==> config.mk <==
export PLATFORM = sky130hd
export DESIGN_NAME = mem_access_unit
export DESIGN_NICKNAME = d
export VERILOG_FILES = /design/src/rtl/mem_access_unit.sv
export SDC_FILE = /design/constraint.sdc
export NUM_CORES = 1
export LEC_CHECK = 0
export CELL_PAD_IN_SITES_DETAIL_PLACEMENT = 1
export CELL_PAD_IN_SITES_GLOBAL_PLACEMENT = 1
export CORE_MARGIN = 2
export CORE_UTILIZATION = 31
export CTS_CLUSTER_DIAMETER = 60
export DETAILED_ROUTE_END_ITERATION = 16
export PLACE_DENSITY_LB_ADDON = 0.05
export SETUP_SLACK_MARGIN = 0.15
export SLEW_MARGIN = 0
export SYNTH_ARGS = -nofsm -noshare
export SYNTH_HDL_FRONTEND = slang
export SYNTH_SLANG_ARGS = --single-unit
export TNS_END_PERCENT = 100
==> constraint.sdc <==
create_clock -name clk_i -period 2 [get_ports clk_i]
set_input_delay 0.4 -clock clk_i [delete_from_list [all_inputs] [get_ports clk_i]]
set_output_delay 0.4 -clock clk_i [all_outputs]
set_load 0.02 [all_outputs]
==> src/rtl/mem_access_unit.sv <==
// Purpose : memory-access stage; runs LB/LBU/LH/LHU/LW/SB/SH/SW as one req/ack transaction.
// Latency : start at cycle 0, mem_req_o from cycle 1, ack at cycle k, done_o at cycle k+1.
// Backpr. : busy_o stalls the controller; start_i ignored while busy; waits up to TIMEOUT cycles.
//
// Ports:
//   clk_i, rst_i          clock, synchronous active-high reset
//   start_i, op_i[2:0]    request and opcode (000 LB,001 LBU,010 LH,011 LHU,100 LW,101 SB,110 SH,111 SW)
//   addr_i, wdata_i       effective address and store data, latched on start
//   busy_o, done_o        busy in ACCESS/DONE (and trap cycle), 1-cycle done pulse
//   rdata_out_o           extended load result, held until the next done
//   addr_err_o, bus_err_o misalignment / timeout flags, valid with done, cleared on next start
//   mem_req_o .. mem_wdata_o  memory request side, stable while mem_req_o is high
//   mem_rdata_i, mem_ack_i    memory response, 1-cycle ack
//
// Optional feature: define UNALIGNED_TRAP_EN to trap misaligned halfword/word accesses
// (no memory request, addr_err_o set, done two cycles after start).
module mem_access_unit #(
  parameter int TIMEOUT = 255
) (
  input  logic        clk_i,
  input  logic        rst_i,
  input  logic        start_i,
  input  logic [2:0]  op_i,
  input  logic [31:0] addr_i,
  input  logic [31:0] wdata_i,
  output logic        busy_o,
  output logic        done_o,
  output logic [31:0] rdata_out_o,
  output logic        addr_err_o,
  output logic        bus_err_o,
  output logic        mem_req_o,
  output logic        mem_we_o,
  output logic [3:0]  mem_be_o,
  output logic [31:0] mem_addr_o,
  output logic [31:0] mem_wdata_o,
  input  logic [31:0] mem_rdata_i,
  input  logic        mem_ack_i
);

  // counter holds 0..TIMEOUT-1; expiry when the last ACCESS cycle passes without ack
  localparam int CNT_W = (TIMEOUT > 1) ? $clog2(TIMEOUT) : 1;
  localparam logic [CNT_W-1:0] CNT_LAST = CNT_W'(TIMEOUT - 1);

  typedef enum logic [1:0] {
    S_IDLE   = 2'd0,
    S_TRAP   = 2'd1,
    S_ACCESS = 2'd2,
    S_DONE   = 2'd3
  } state_e;

  state_e            state_q, state_d;
  logic [2:0]        op_q, op_d;
  logic [1:0]        lane_q, lane_d;
  logic              req_q, req_d;
  logic              we_q, we_d;
  logic [3:0]        be_q, be_d;
  logic [31:0]       maddr_q, maddr_d;
  logic [31:0]       mwdata_q, mwdata_d;
  logic [CNT_W-1:0]  cnt_q, cnt_d;
  logic [31:0]       rdata_q, rdata_d;
  logic              aerr_q, aerr_d;
  logic              berr_q, berr_d;

  logic              we_c;
  logic [3:0]        be_c;
  logic [31:0]       wdata_c;
  logic              trap_c;
  logic [31:0]       load_c;
  logic [7:0]        ld_byte;
  logic [15:0]       ld_half;

  // request-side decode from the raw inputs, captured on start
  always_comb begin
    we_c    = op_i[2] & (op_i[1] | op_i[0]);
    be_c    = 4'b1111;
    wdata_c = wdata_i;
    case (op_i)
      3'b101: begin
        be_c    = 4'b0001 << addr_i[1:0];
        wdata_c = {4{wdata_i[7:0]}};
      end
      3'b110: begin
        be_c    = addr_i[1] ? 4'b1100 : 4'b0011;
        wdata_c = {2{wdata_i[15:0]}};
      end
      default: ;
    endcase
  end

`ifdef UNALIGNED_TRAP_EN
  always_comb begin
    case (op_i)
      3'b010, 3'b011, 3'b110: trap_c = addr_i[0];
      3'b100, 3'b111:         trap_c = |addr_i[1:0];
      default:                trap_c = 1'b0;
    endcase
  end
`else
  assign trap_c = 1'b0;
`endif

  // load extraction from the acked word, lane taken from the latched address
  always_comb begin
    ld_byte = mem_rdata_i[8*lane_q +: 8];
    ld_half = lane_q[1] ? mem_rdata_i[31:16] : mem_rdata_i[15:0];
    case (op_q)
      3'b000:  load_c = {{24{ld_byte[7]}}, ld_byte};
      3'b001:  load_c = {24'd0, ld_byte};
      3'b010:  load_c = {{16{ld_half[15]}}, ld_half};
      3'b011:  load_c = {16'd0, ld_half};
      default: load_c = mem_rdata_i;
    endcase
  end

  always_comb begin
    state_d  = state_q;
    op_d     = op_q;
    lane_d   = lane_q;
    req_d    = req_q;
    we_d     = we_q;
    be_d     = be_q;
    maddr_d  = maddr_q;
    mwdata_d = mwdata_q;
    cnt_d    = cnt_q;
    rdata_d  = rdata_q;
    aerr_d   = aerr_q;
    berr_d   = berr_q;
    case (state_q)
      S_IDLE: begin
        if (start_i) begin
          op_d     = op_i;
          lane_d   = addr_i[1:0];
          we_d     = we_c;
          be_d     = be_c;
          maddr_d  = {addr_i[31:2], 2'b00};
          mwdata_d = wdata_c;
          cnt_d    = '0;
          aerr_d   = trap_c;
          berr_d   = 1'b0;
          if (trap_c) begin
            rdata_d = 32'd0;
            state_d = S_TRAP;
          end else begin
            req_d   = 1'b1;
            state_d = S_ACCESS;
          end
        end
      end
      // one dead cycle so a trapped access still completes two cycles after start
      S_TRAP: state_d = S_DONE;
      S_ACCESS: begin
        // ack takes priority over an expiry in the same cycle
        if (mem_ack_i) begin
          req_d   = 1'b0;
          state_d = S_DONE;
          if (!we_q) rdata_d = load_c;
        end else if (cnt_q == CNT_LAST) begin
          req_d   = 1'b0;
          berr_d  = 1'b1;
          rdata_d = 32'd0;
          state_d = S_DONE;
        end else begin
          cnt_d = cnt_q + CNT_W'(1);
        end
      end
      S_DONE:  state_d = S_IDLE;
      default: state_d = S_IDLE;
    endcase
  end

  always_ff @(posedge clk_i) begin
    if (rst_i) begin
      state_q  <= S_IDLE;
      op_q     <= 3'd0;
      lane_q   <= 2'd0;
      req_q    <= 1'b0;
      we_q     <= 1'b0;
      be_q     <= 4'd0;
      maddr_q  <= 32'd0;
      mwdata_q <= 32'd0;
      cnt_q    <= '0;
      rdata_q  <= 32'd0;
      aerr_q   <= 1'b0;
      berr_q   <= 1'b0;
    end else begin
      state_q  <= state_d;
      op_q     <= op_d;
      lane_q   <= lane_d;
      req_q    <= req_d;
      we_q     <= we_d;
      be_q     <= be_d;
      maddr_q  <= maddr_d;
      mwdata_q <= mwdata_d;
      cnt_q    <= cnt_d;
      rdata_q  <= rdata_d;
      aerr_q   <= aerr_d;
      berr_q   <= berr_d;
    end
  end

  assign busy_o      = (state_q != S_IDLE);
  assign done_o      = (state_q == S_DONE);
  assign rdata_out_o = rdata_q;
  assign addr_err_o  = aerr_q;
  assign bus_err_o   = berr_q;
  assign mem_req_o   = req_q;
  assign mem_we_o    = we_q;
  assign mem_be_o    = be_q;
  assign mem_addr_o  = maddr_q;
  assign mem_wdata_o = mwdata_q;

endmodule
==> results of run 1 <==
-- cells in the mapped netlist, drive strengths merged, types with 2 or more instances --
cell type,count
nor2b,5
ha,6
nand2,133
a21oi,60
or2,3
inv,16
or3,5
nand2b,12
a32o,7
nor2,48
a221o,16
nand3,12
dfxtp,116
buf,23
a22o,9
a221oi,9
and2,3
nor3,14
xnor2,2
a311oi,8
a211oi,13
o2bb2ai,2
mux2,8
o221ai,8
mux2i,9
a31oi,8
o21ai,7
clkbuf,28
-- cells in the final DEF, fill, tap and decap left out, types with 7 or more instances in the layout --
master and n:
nand2_1 132, a311oi_1 8, a22o_1 9, a21oi_1 58, mux2i_1 9, clkdlybuf4s50_1 194, a31oi_1 8, mux2_2 7
dfxtp_1 113, nand3_1 12, nor2_1 47, dlymetal6s2s_1 7, o221ai_1 8, buf_4 23, clkbuf_16 18, a221oi_1 8
inv_1 16, nand2b_1 12, a32o_1 7, a211oi_1 13, nor3_1 14, a221o_1 16
-- metrics by stage --
| stage | cells | util, % |
|---|---|---|
| 2_1_floorplan | 602 | - |
| 3_3_place_gp | 1000 | 46.72 |
| 3_5_place_dp | 1000 | 46.72 |
| 4_1_cts | 1031 | 50.54 |
| 5_1_grt | 1032 | 50.96 |
| 6_report | 1032 | 50.96 |
-- sequential cells by signal, indices dropped and copies added (netlist names) --
name / cells
mem_req_o: 1
cnt_q: 8
rdata_out_o: 32
mem_be_o: 4
mem_we_o: 1
bus_err_o: 1
lane_q: 2
state_q: 2
mem_addr_o: 30
mem_wdata_o: 32
op_q: 3
-- logic make-up (layout without fill, tap and decap cells) --
group / count (synthesis) / in the layout / share of synthesized area, %
other: 1 / 3 / 0.07426
buffers and inverters: 67 / 281 / 6.095
AO/OA/AOI/OAI: 151 / 151 / 21.93
adder cells (fa/ha/maj): 6 / 6 / 1.487
XOR/XNOR: 2 / 2 / 0.3469
multiplexers: 17 / 17 / 3.642
flip-flops: 116 / 116 / 45.99
AND/OR/NAND/NOR: 240 / 240 / 20.44
-- power breakdown --
group          switching [uW]  internal [uW]
sequential                158           2560
combinational            1090            952
clock                    1100           1990
total                    2340           5500
-- what timing repair did --
| item | 4_1_cts | 5_1_grt |
|---|---|---|
| setup endpoints to repair | 19 | 37 |
| cloned | 0 | 1 |
| gates resized for setup | 4 | 17 |
| pin swaps | 0 | 1 |
| buffers inserted | 1 | 0 |
-- worst min-delay path, cell delays in order, from the launching register on --
cell	delay [ns]
dfxtp_1	0.30
nand2_1	0.05
nand2_1	0.04
-- worst paths after layout --
check	startpoint	to	slack, ns
setup / recovery	state_q[0]$_SDFFE_PP0P_	busy_o	0.18
hold / removal	rdata_out_o[0]$_SDFFE_PP0P_	rdata_out_o[0]$_SDFFE_PP0P_	0.44
setup reg to reg	state_q[0]$_SDFFE_PP0P_	bus_err_o$_SDFFE_PP0P_	0.24
hold reg to reg	rdata_out_o[0]$_SDFFE_PP0P_	rdata_out_o[0]$_SDFFE_PP0P_	0.44
-- layout make-up --
class                      count  area (um2)  area share [%]
tap                          216       270.3           3.338
clock inverter                11       135.1           1.669
sequential                   116        2326           28.73
clock buffer                  19       452.9           5.595
timing repair buffer         235        2382           29.43
inverter                      16       60.06          0.7419
multi-input combinational    419        2469           30.49
-- layer usage --
metal  global-route usage (%)  vias to the layer above  part of all wire, %
li1                         -                     2510                    -
met1                    25.21                     2471                   44
met2                    34.26                      162                   47
met3                    8.835                       22                  7.4
met4                    6.582                        0                  1.7
met5                        0                        -                    0
==> impl_metrics.csv, run 1 <==
group,metric,value,unit
critical_path,startpoint_type,"flop",
power_and_ir_drop,peakVddDrop,0.0006458,V
critical_path,cp.depth,4,
grt,grt_overflow_total,0,
final_layout,num-fill-cells,1844,
sta,fin_skew,0.006654,ns
place,port_buffers,205,
clocking,numCtsBuffers,17,
grt,grt_pass1_wl,29180,um
logic_synthesis,synth_top_area_share,45.99,%
critical_path,cp_slowest_cell,"dfxtp_1",
final_layout,final_nets,914,
floorplan,die_w,131.6,um
clocking,clk_pin_slew,0.05,ns
worst_hold_path,min_path_cells,2,
detailed_routing,avgRoutedWirePerCell,17.91,um
detailed_routing,vias,5165,
logic_synthesis,yosysUniqueCellTypes,49,
sta,rsz0062_at_grt,"yes",
clocking,clockBufferDepth,2,
sta,maxSlewViolCount,0,
sta,finalCritPeriodShare,91.01,%
floorplan,core,15890,um2
final_layout,layout-drive-gt1-share,11.03,%
logic_synthesis,ys_warn_count,0,
detailed_routing,drc_errors,0,
critical_path,path_buf_inv,3,
place,place_hpwl,12950,um
sta,hold_viol,0,
final_layout,final_area,8095,um2
clocking,ctsHoldBuffers,0,
clocking,cts_root_buf,"clkbuf_16",
floorplan,start_util,31.79,%
grt,grt_antenna_before_repair,0,
job,drv_cap,0,
critical_path,ff2ff_path_depth,9,
sta,fmax,549.4,MHz
place,preCtsSetupSlack,-0.06190,ns
logic_synthesis,netlist_area,5050,um2
detailed_routing,vias_per_cell,5.005,
power_and_ir_drop,powerDensity,968.6,nW/um2
place,dpl_cell_area,7421,um2
floorplan,std_cell_rows,46,
critical_path,cpMostUsedCell,"inv_1",
power_and_ir_drop,total_power,7841,uW
detailed_routing,drtPass1Iterations,4,
final_layout,areaGrowthSynthToFinish,60.31,%
place,routabilityCongestion,0.8567,
critical_path,cp_cell_sequence,"inv_1 -> ha_1 -> inv_1 -> clkbuf_2",
logic_synthesis,synth_edf_count,0,
critical_path,slowest_delay,0.35,ns
logic_synthesis,yosys.area.top_type,"dfxtp_1",
power_and_ir_drop,p_leak,0.003217,uW
sta,fin_setup_tns,0,ns
worst_hold_path,hold_class,"flop to flop",
logic_synthesis,synthTopCellsByArea,"dfxtp_1, nand2_1, a21oi_1, nor2_1, a221o_1",
critical_path,critPathCaptureType,"output pin",
logic_synthesis,avgSynthCellArea,8.416,um2
clocking,cts_tree,"built",
sta,setup_viol,0,
critical_path,cp.arrival,1.42,ns
sta,setup_slack,0.1798,ns
grt,grt_pass1_vias,5435,
clocking,cts.htree.levels,4,
grt,grt_util_all_layers,21.05,%
sta,worst_pin_slew,0.5648,ns
grt,grt_max_degree,90,
logic_synthesis,synth_seq_cells,116,
clocking,clock_latency,0.41,ns
floorplan,pin_count,209,
sta,max-slew-margin-rel,62.30,%
status,status,"finished clean",
detailed_routing,drt_iter0_markers,232,
detailed_routing,routed_wl,18480,um
critical_path,path_class,"flop to output pin",
logic_synthesis,synth-seq-area-share,45.99,%
final_layout,diodes,0,
clocking,clock-sinks,116,
floorplan,die_h,131.6,um
logic_synthesis,synthCells,600,
sta,worst_hold_slack,0.4355,ns
sta,finalCriticalPeriod,1.820,ns
floorplan,dieArea,17330,um2
critical_path,path_max_fanout,3,
critical_path,crit_required,1.60,ns
logic_synthesis,ys_async_sr_fraction,0,%
critical_path,critPathTopFamily,"buffers and inverters",
detailed_routing,final_antenna_net_count,0,
logic_synthesis,ys_dominant_reg_cell,"dfxtp_1",
(Power assumes the default switching activity.)
==> run 2: changes to the inputs <==
- CTS_CLUSTER_DIAMETER: 60 -> 150
==> results of run 2 <==
The final DEF is identical to that of run 1; final timing and power are the same.
